`src/rtl/irq_pkg.sv`:
```
// Shared types and constants for the machine-level interrupt controller.
// Contents: FSM state enum, mcause/mie field constants, mcause builder.
package irq_pkg;

    typedef enum logic [1:0] {
        IDLE,
        PENDING,
        SERVICE
    } irq_state_t;

    localparam logic [31:0] MCAUSE_INT_BIT  = 32'h8000_0000;
    localparam int          MCAUSE_IRQ_BASE = 16;
    localparam int          MIE_IRQ_LSB     = 16;

    // Wide enough for up to 16 lines.
    localparam int          IRQ_IDX_W       = 4;

    function automatic logic [31:0] irq_mcause(input logic [IRQ_IDX_W-1:0] idx);
        return MCAUSE_INT_BIT | 32'(MCAUSE_IRQ_BASE + int'(idx));
    endfunction

endpackage

```
`src/rtl/irq_arbiter.sv`:
```
// Combinational winner selection over the masked interrupt vector.
// Build option: IRQ_ROUND_ROBIN_EN selects round-robin search starting at
// ptr_i (wrapping modulo IRQ_NUM); otherwise lowest index wins and ptr_i
// is unused.
// Ports:
//   masked_i  masked request vector (bit i = line i)
//   ptr_i     round-robin start index
//   valid_o   at least one masked request present
//   index_o   winning line index
module irq_arbiter
    import irq_pkg::*;
#(
    parameter int IRQ_NUM = 16
) (
    input  logic [IRQ_NUM-1:0]   masked_i,
    input  logic [IRQ_IDX_W-1:0] ptr_i,
    output logic                 valid_o,
    output logic [IRQ_IDX_W-1:0] index_o
);

`ifdef IRQ_ROUND_ROBIN_EN
    always_comb begin
        valid_o = 1'b0;
        index_o = '0;
        for (int k = 0; k < IRQ_NUM; k++) begin
            int j;
            j = int'(ptr_i) + k;
            if (j >= IRQ_NUM) begin
                j = j - IRQ_NUM;
            end
            if (!valid_o && masked_i[j]) begin
                valid_o = 1'b1;
                index_o = IRQ_IDX_W'(j);
            end
        end
    end
`else
    logic unused_ptr;
    assign unused_ptr = ^ptr_i;

    // Scan downward so the lowest set index is the last one written.
    always_comb begin
        valid_o = 1'b0;
        index_o = '0;
        for (int i = IRQ_NUM - 1; i >= 0; i--) begin
            if (masked_i[i]) begin
                valid_o = 1'b1;
                index_o = IRQ_IDX_W'(i);
            end
        end
    end
`endif

endmodule

```
`src/rtl/irq_controller.sv`:
```
// Machine-level interrupt controller: masks peripheral lines with mie,
// picks one winner, requests a trap, supplies mcause, acknowledges the
// served peripheral and blocks further traps until mret. No nesting.
// Build option: IRQ_ROUND_ROBIN_EN enables round-robin arbitration with a
// pointer register; default is fixed lowest-index priority.
// Ports:
//   clk_i       clock
//   rst_i       synchronous active-low reset
//   irq_req_i   level-sensitive requests, bit i = line i
//   mie_i       mie CSR, bit 16+i enables line i
//   trap_ack_i  core accepted the trap this cycle
//   mret_i      core retiring mret this cycle
//   irq_o       trap request to core
//   mcause_o    cause value, valid while irq_o=1
//   irq_ack_o   one-hot single-cycle acknowledge to served peripheral
//   busy_o      interrupt pending or in service
//
// state   | meaning
// IDLE    | no interrupt outstanding, sampling masked requests
// PENDING | winner committed, irq_o raised, waiting for trap_ack_i
// SERVICE | handler running, new requests ignored until mret_i
module irq_controller
    import irq_pkg::*;
#(
    parameter int IRQ_NUM = 16
) (
    input  logic               clk_i,
    input  logic               rst_i,
    input  logic [IRQ_NUM-1:0] irq_req_i,
    input  logic [31:0]        mie_i,
    input  logic               trap_ack_i,
    input  logic               mret_i,
    output logic               irq_o,
    output logic [31:0]        mcause_o,
    output logic [IRQ_NUM-1:0] irq_ack_o,
    output logic               busy_o
);

    irq_state_t            state_q, state_d;
    logic                  irq_q, irq_d;
    logic                  busy_q, busy_d;
    logic [31:0]           mcause_q, mcause_d;
    logic [IRQ_NUM-1:0]    ack_q, ack_d;
    logic [IRQ_IDX_W-1:0]  win_q, win_d;
    logic [IRQ_IDX_W-1:0]  ptr;

    logic [IRQ_NUM-1:0]    masked;
    logic                  arb_valid;
    logic [IRQ_IDX_W-1:0]  arb_idx;

    // Only bits 16..16+IRQ_NUM-1 of mie matter; the rest are dropped here.
    logic unused_mie_bits;
    assign unused_mie_bits = ^mie_i;

    always_comb begin
        for (int i = 0; i < IRQ_NUM; i++) begin
            masked[i] = irq_req_i[i] & mie_i[MIE_IRQ_LSB + i];
        end
    end

`ifdef IRQ_ROUND_ROBIN_EN
    logic [IRQ_IDX_W-1:0] ptr_q, ptr_d;

    always_comb begin
        ptr_d = ptr_q;
        if (state_q == PENDING && trap_ack_i) begin
            ptr_d = (int'(win_q) + 1 >= IRQ_NUM) ? '0 : win_q + IRQ_IDX_W'(1);
        end
    end

    always_ff @(posedge clk_i) begin
        if (!rst_i) begin
            ptr_q <= '0;
        end else begin
            ptr_q <= ptr_d;
        end
    end

    assign ptr = ptr_q;
`else
    assign ptr = '0;
`endif

    irq_arbiter #(
        .IRQ_NUM (IRQ_NUM)
    ) u_arbiter (
        .masked_i (masked),
        .ptr_i    (ptr),
        .valid_o  (arb_valid),
        .index_o  (arb_idx)
    );

    always_comb begin
        state_d  = state_q;
        irq_d    = irq_q;
        busy_d   = busy_q;
        mcause_d = mcause_q;
        win_d    = win_q;
        ack_d    = '0;
        unique case (state_q)
            IDLE: begin
                if (arb_valid) begin
                    state_d  = PENDING;
                    win_d    = arb_idx;
                    mcause_d = irq_mcause(arb_idx);
                    irq_d    = 1'b1;
                    busy_d   = 1'b1;
                end
            end
            PENDING: begin
                if (trap_ack_i) begin
                    state_d = SERVICE;
                    irq_d   = 1'b0;
                    ack_d   = IRQ_NUM'(1) << win_q;
                end
            end
            SERVICE: begin
                if (mret_i) begin
                    state_d  = IDLE;
                    mcause_d = '0;
                    busy_d   = 1'b0;
                end
            end
            default: begin
                state_d  = IDLE;
                irq_d    = 1'b0;
                busy_d   = 1'b0;
                mcause_d = '0;
            end
        endcase
    end

    always_ff @(posedge clk_i) begin
        if (!rst_i) begin
            state_q  <= IDLE;
            irq_q    <= 1'b0;
            busy_q   <= 1'b0;
            mcause_q <= '0;
            ack_q    <= '0;
            win_q    <= '0;
        end else begin
            state_q  <= state_d;
            irq_q    <= irq_d;
            busy_q   <= busy_d;
            mcause_q <= mcause_d;
            ack_q    <= ack_d;
            win_q    <= win_d;
        end
    end

    assign irq_o     = irq_q;
    assign busy_o    = busy_q;
    assign mcause_o  = mcause_q;
    assign irq_ack_o = ack_q;

endmodule

```
`config.mk`:
```
export PLATFORM = sky130hd
export DESIGN_NAME = irq_controller
export DESIGN_NICKNAME = d
export VERILOG_FILES = /design/src/rtl/irq_pkg.sv /design/src/rtl/irq_arbiter.sv /design/src/rtl/irq_controller.sv
export SDC_FILE = /design/constraint.sdc
export NUM_CORES = 1
export LEC_CHECK = 0
export ABC_AREA = 1
export CORE_ASPECT_RATIO = 0.5
export CORE_MARGIN = 2
export CORE_UTILIZATION = 30
export DETAILED_ROUTE_END_ITERATION = 16
export PLACE_DENSITY = 0.83
export SYNTH_ARGS = -nofsm -noshare
export SYNTH_HDL_FRONTEND = slang
export SYNTH_SLANG_ARGS = --single-unit
```
`constraint.sdc`:
```
create_clock -name clk_i -period 1 [get_ports clk_i]
set_clock_uncertainty 0.05 [all_clocks]
set_input_delay 0.1 -clock clk_i [delete_from_list [all_inputs] [get_ports clk_i]]
set_output_delay 0.1 -clock clk_i [all_outputs]
set_load 0.005 [all_outputs]
```
# [Word-level counts from Yosys, hierarchy flattened]
# Index checks and enable logic that the tools add are counted.
[op_classes] n_addsub=1 n_eq_ne=5 shifts=1 muxes=44 n_bitwise=18 n_reduce_logical=6
[ops] cell="$pmux W32 S3" n=1
[ops] cell="$mux W32" n=2
[ops] cell="$mux W4" n=16
[ops] cell="$mux W1" n=19
[ops] cell="$and A1 B1 Y1" n=16
[ops] cell="$shl A1 B4 Y16 const A" n=1
[ops] cell="$reduce_and A3 Y1" n=4
[ops] cell="$add A5 B4 Y6 const A" n=1
[ops] cell="$mux W2" n=3
[ops] cell="$ne A2 B2 Y1 const B" n=3
[ops] cell="$pmux W1 S3" n=2
[ops] cell="$pmux W2 S3" n=1
[ops] cell="$eq A2 B1 Y1 const B" n=1
[ops] cell="$eq A2 B2 Y1 const B" n=1
[ops] cell="$logic_not A2 Y1" n=1
[ops] cell="$not A1 Y1" n=2
[ops] cell="$reduce_and A2 Y1" n=1
[word_totals] register_bits=56 inputBits=52 output_inout_bits=50 wordCells=81

# [Depth between registers and ports, before layout]
[depth] word_depth=20 ltp_mapped=18 mapped_depth_nobuf=18

# [Hierarchy]
# A second synthesis with hierarchy kept.
[hier_totals] cells_unflattened=209 hier_area_um2=1428.9
[by_module_without_submodules] mod="irq_controller" n_inst=1 cells_per_inst=160 area_per_inst_um2=1219.9 seq_area_each_um2=560.5
[by_module_without_submodules] mod="irq_arbiter" n_inst=1 cells_per_inst=49 area_per_inst_um2=209.0 seq_area_each_um2=0.0

# [Least setup slack after synthesis]
# No wires, ideal clock.
[synth_path] path_kind="register to register" startpoint="reg state_q[1]" endpoint="reg mcause_q[0] (netlist: mcause_o[0])" setup_ns=0.072 arrival_time_ns=1.011 t_required_ns=0.878 setup_slack_ns=-0.133 path_stages_with_launch=8 path_buffers=0 synth_period_minus_slack_ns=1.133 cell_sequence="dfxtp_1 > nor2_1 > inv_1 > nor2_2 > inv_2 > a21oi_1 > nand2_1 > a21oi_1"
[synth_between] elab_chain_cells=3 word_cells_on_any_way=8 cone_classes="4 x eq/ne; 1 x mux; 1 x bitwise; 2 x reduce/logical"
[synth_rtl] element="start: declaration" line_no="irq_controller.sv:39" source="irq_state_t state_q, state_d;"
[synth_rtl] element="start signal: assignment" line_no="irq_controller.sv:142" source="state_q <= state_d;"
[synth_rtl] element="$eq A2 B2 Y1, or another cell as far along" line_no="irq_controller.sv:100" source="unique case (state_q)"
[synth_rtl] element="$ne A2 B2 Y1 (no source line) or $not A1 Y1 (tied branches)"
[synth_rtl] element="$reduce_and A3 Y1 (no source line)"
[synth_rtl] element="end signal: assignment" line_no="irq_controller.sv:145" source="mcause_q <= mcause_d;"
[synth_rtl] element="end: declaration" line_no="irq_controller.sv:42" source="logic [31:0] mcause_q, mcause_d;"
# Parallel ways exist; a longest one is shown, timed or not.
# A chain may end at the register's enable or synchronous reset.

# [Worst setup path in the final report]
[layout_path] startpoint="reg state_q[1]" endpoint="reg mcause_q[4] (netlist: mcause_o[4])"
# Same word-level chain as after synthesis.

==> results.tsv <==
stage	metric	value	unit
detailed_routing	routedWlPerCell	11.2	um
clock_tree	cts_buffer_depth	2	
detailed_routing	wl	3890	um
sta	fin_hold_ws	0.292	ns
detailed_routing	viasPerCell	4.29	
final_layout	drive_above_1_share	49.8	%
critical_path	critPathBufInv	1	
grt	antenna_found_initial	0	
critical_path	cp-end-kind	flip-flop	
floorplan	die_x	98.0	um
floorplan	start_util	30.7	%
sta	setup_tns	-4.90	ns
logic_synthesis	synthArstFlopShare	0	%
logic_synthesis	synth_edf_count	0	
grt	track_usage	13.5	%
logic_synthesis	post_synth.cell_area_avg	7.37	sq um
logic_synthesis	syn_inst	180	
detailed_routing	first_pass_iters	4	
logic_synthesis	yosysTopAreaCell	dfxtp_1	
grt	grt_max_degree	15	
logic_synthesis	ys_ff_latch	28	
final_layout	area_growth	91.6	%
critical_path	timing_worst_setup_path_type	reg -> reg	
sta	finalMaxSlewViolations	0	
power_and_ir_drop	vdd_drop_max	0.552	mV
sta	fin_crit	1.23	ns
critical_path	startpoint_type	flip-flop	
logic_synthesis	ys.flop_type	dfxtp_1	
job	drv_cap	0	
outcome	status	complete, but fails checks	
outcome	violations	setup timing	
sta	grt_setup_unrepaired	true	
logic_synthesis	ys_seq_area_share	42.3	%
worst_hold_path	min_path_type	in -> reg	
placement	placed_area	2100	sq um
clock_tree	cts_tree	built	
sta	fmax	813	MHz
floorplan	die_area	5000	sq um
logic_synthesis	synth_top_area_share	42.3	%
clock_tree	cts_sinks	28	
power_and_ir_drop	power.density	1060	nW/um^2
logic_synthesis	yosys_warnings	0	
logic_synthesis	synth_most_common_cell	nand2_1	
detailed_routing	vias	1486	
logic_synthesis	yosys-top-cells-area	dfxtp_1 42%, buf_4 16%, nand2_1 12%, nor2_1 7.4%, a21oi_1 4.5%	
grt	grt_pass1_vias	1370	
grt	grt.overflow.total	0	
critical_path	cpPeakStageDelay	0.40	ns
sta	fin_ws	-0.230	ns
clock_tree	hold_buffers	0	
detailed_routing	initialDrtViolationCount	48	
critical_path	crit_arrival	1.35	ns
clock_tree	clk_latency	0.27	ns
clock_tree	cts_buffers	3	
logic_synthesis	synth_cell_types	22	
critical_path	crit_family	compound AO/OA/AOI/OAI gates	
clock_tree	htree_num_levels	1	
power_and_ir_drop	p_leak	1.18	nW
placement	place_congestion	0.821	
sta	min_period_over_period	123	%
critical_path	cp_cell_sequence	nor2_4 > buf_4 > a211o_4 > nand2_1 > a21oi_1	
logic_synthesis	netlist_top_cells_count	44 x nand2_1, 28 x buf_4, 28 x dfxtp_1	
final_layout	final.fill_count	375	
placement	port_buffers	59	
placement	dp_hpwl	2540	um
sta	setup_viol	29	
grt	grt_pass1_wl	5510	um
floorplan	die_h	51.0	um
final_layout	layout.nets	343	
critical_path	worst_path_max_delay_cell	dfxtp_4	
logic_synthesis	syn_area	1330	sq um
detailed_routing	drc	0	
sta	hold_violations	0	
floorplan	ios	102	
final_layout	insertedDiodeCount	0	
final_layout	stdcell_area	2540	sq um
detailed_routing	final_antenna_net_count	0	
clock_tree	clock-root-buffer	clkbuf_8	
clock_tree	clkTransAtPathRegs	0.09	ns
critical_path	required	1.11	ns
floorplan	core_area	4320	sq um
floorplan	row_count	17	
critical_path	worstPathMaxFanout	5	
final timing paths:
path,startpoint,end,slack [ns],cells past startpoint
setup reg to reg,state_q[1],mcause_o[4],-0.23,5
hold reg to reg,mcause_o[3],mcause_o[3],0.42,2
setup / recovery,state_q[1],mcause_o[4],-0.23,5
hold / removal,mie_i[16],mcause_o[0],0.29,5
cells in the final DEF, fill, tap and decap left out:
cell             instances
buf_4                   43
clkdlybuf4s15_1         35
conb_1                  26
nand2_2                 23
nand2_1                 23
dfxtp_1                 17
nor2_4                  11
buf_6                   11
nor2_1                  10
nor2_2                   9
dlygate4sd2_1            9
dfxtp_2                  9
nand3_1                  8
clkbuf_2                 8
a21oi_2                  7
inv_1                    5
nand2_4                  5
a21oi_1                  4
inv_4                    3
clkbuf_8                 3
clkdlybuf4s50_1          3
inv_2                    2
o21ai_2                  2
dfxtp_4                  2
nand3b_1                 1
clkinv_2                 1
o31ai_1                  1
nand3_2                  1
a31oi_1                  1
a21oi_4                  1
nor3_4                   1
a211o_4                  1
nand4_1                  1
nand3_4                  1
o21a_1                   1
flip-flops by register name, summed over array words and instances, names as in the netlist:
signal	count
state_q	2
mcause_o	5
irq_o	1
irq_ack_o	16
win_q	4
stage by stage:
| stage | setup WS [ns] | total power (W) | util, % | std cells |
|---|---|---|---|---|
| floorplan | -0.0778 | 0.00154 | - | 205 |
| finish | -0.230 | 0.00268 | 58.9 | 346 |
| global placement | -0.665 | 0.00182 | 48.6 | 321 |
| CTS | -0.195 | 0.00250 | 53.5 | 339 |
| detailed placement | -0.697 | 0.00184 | 48.6 | 321 |
| global route | -0.285 | 0.00280 | 58.9 | 346 |
timing repair:
action                                  in CTS  in global routing
gates resized for setup                    126                 86
endpoints found under the setup margin      52                 43
pin swaps                                   50                 52
setup buffers                               15                  7
kinds of logic after synthesis:
family	count (synthesis)	share of synthesized area, %
buffers and inverters	39	19.0
other	1	0.283
DFF	28	42.3
AOI/OAI and AO/OA	18	7.55
and+or+nand+nor	94	30.9
tightest hold or removal path, stage by stage:
cell and delay, ns:
clkdlybuf4s15_1 0.18, buf_4 0.12, a21oi_4 0.05, nand2_2 0.08
a21oi_2 0.05
report_power, final:
group          total (W)  internal (W)  switching, W
clock           0.000607      0.000271      0.000336
sequential       0.00121       0.00116     0.0000523
combinational   0.000862      0.000461      0.000401
total            0.00268       0.00189      0.000789
per-layer routing:
metal / routed length, um / track usage [%] / part of all wire, % / up-vias
met3: 263 / 3.01 / 6.8 / 8
li1: - / - / - / 732
met1: 1430 / 13.6 / 37 / 676
met2: 2110 / 27.9 / 54 / 70
met4: 91 / 4.86 / 2.3 / 0
met5: 0 / 0 / 0 / -
cell type report:
class	count	area [sq um]	share of cell area [%]
multi-input combinational	138	853	33.6
sequential	28	579	22.8
timing repair buffer	109	946	37.2
clock buffer	3	41.3	1.62
tap	57	71.3	2.81
inverter	11	50.0	1.97
(Power assumes the default switching activity.)
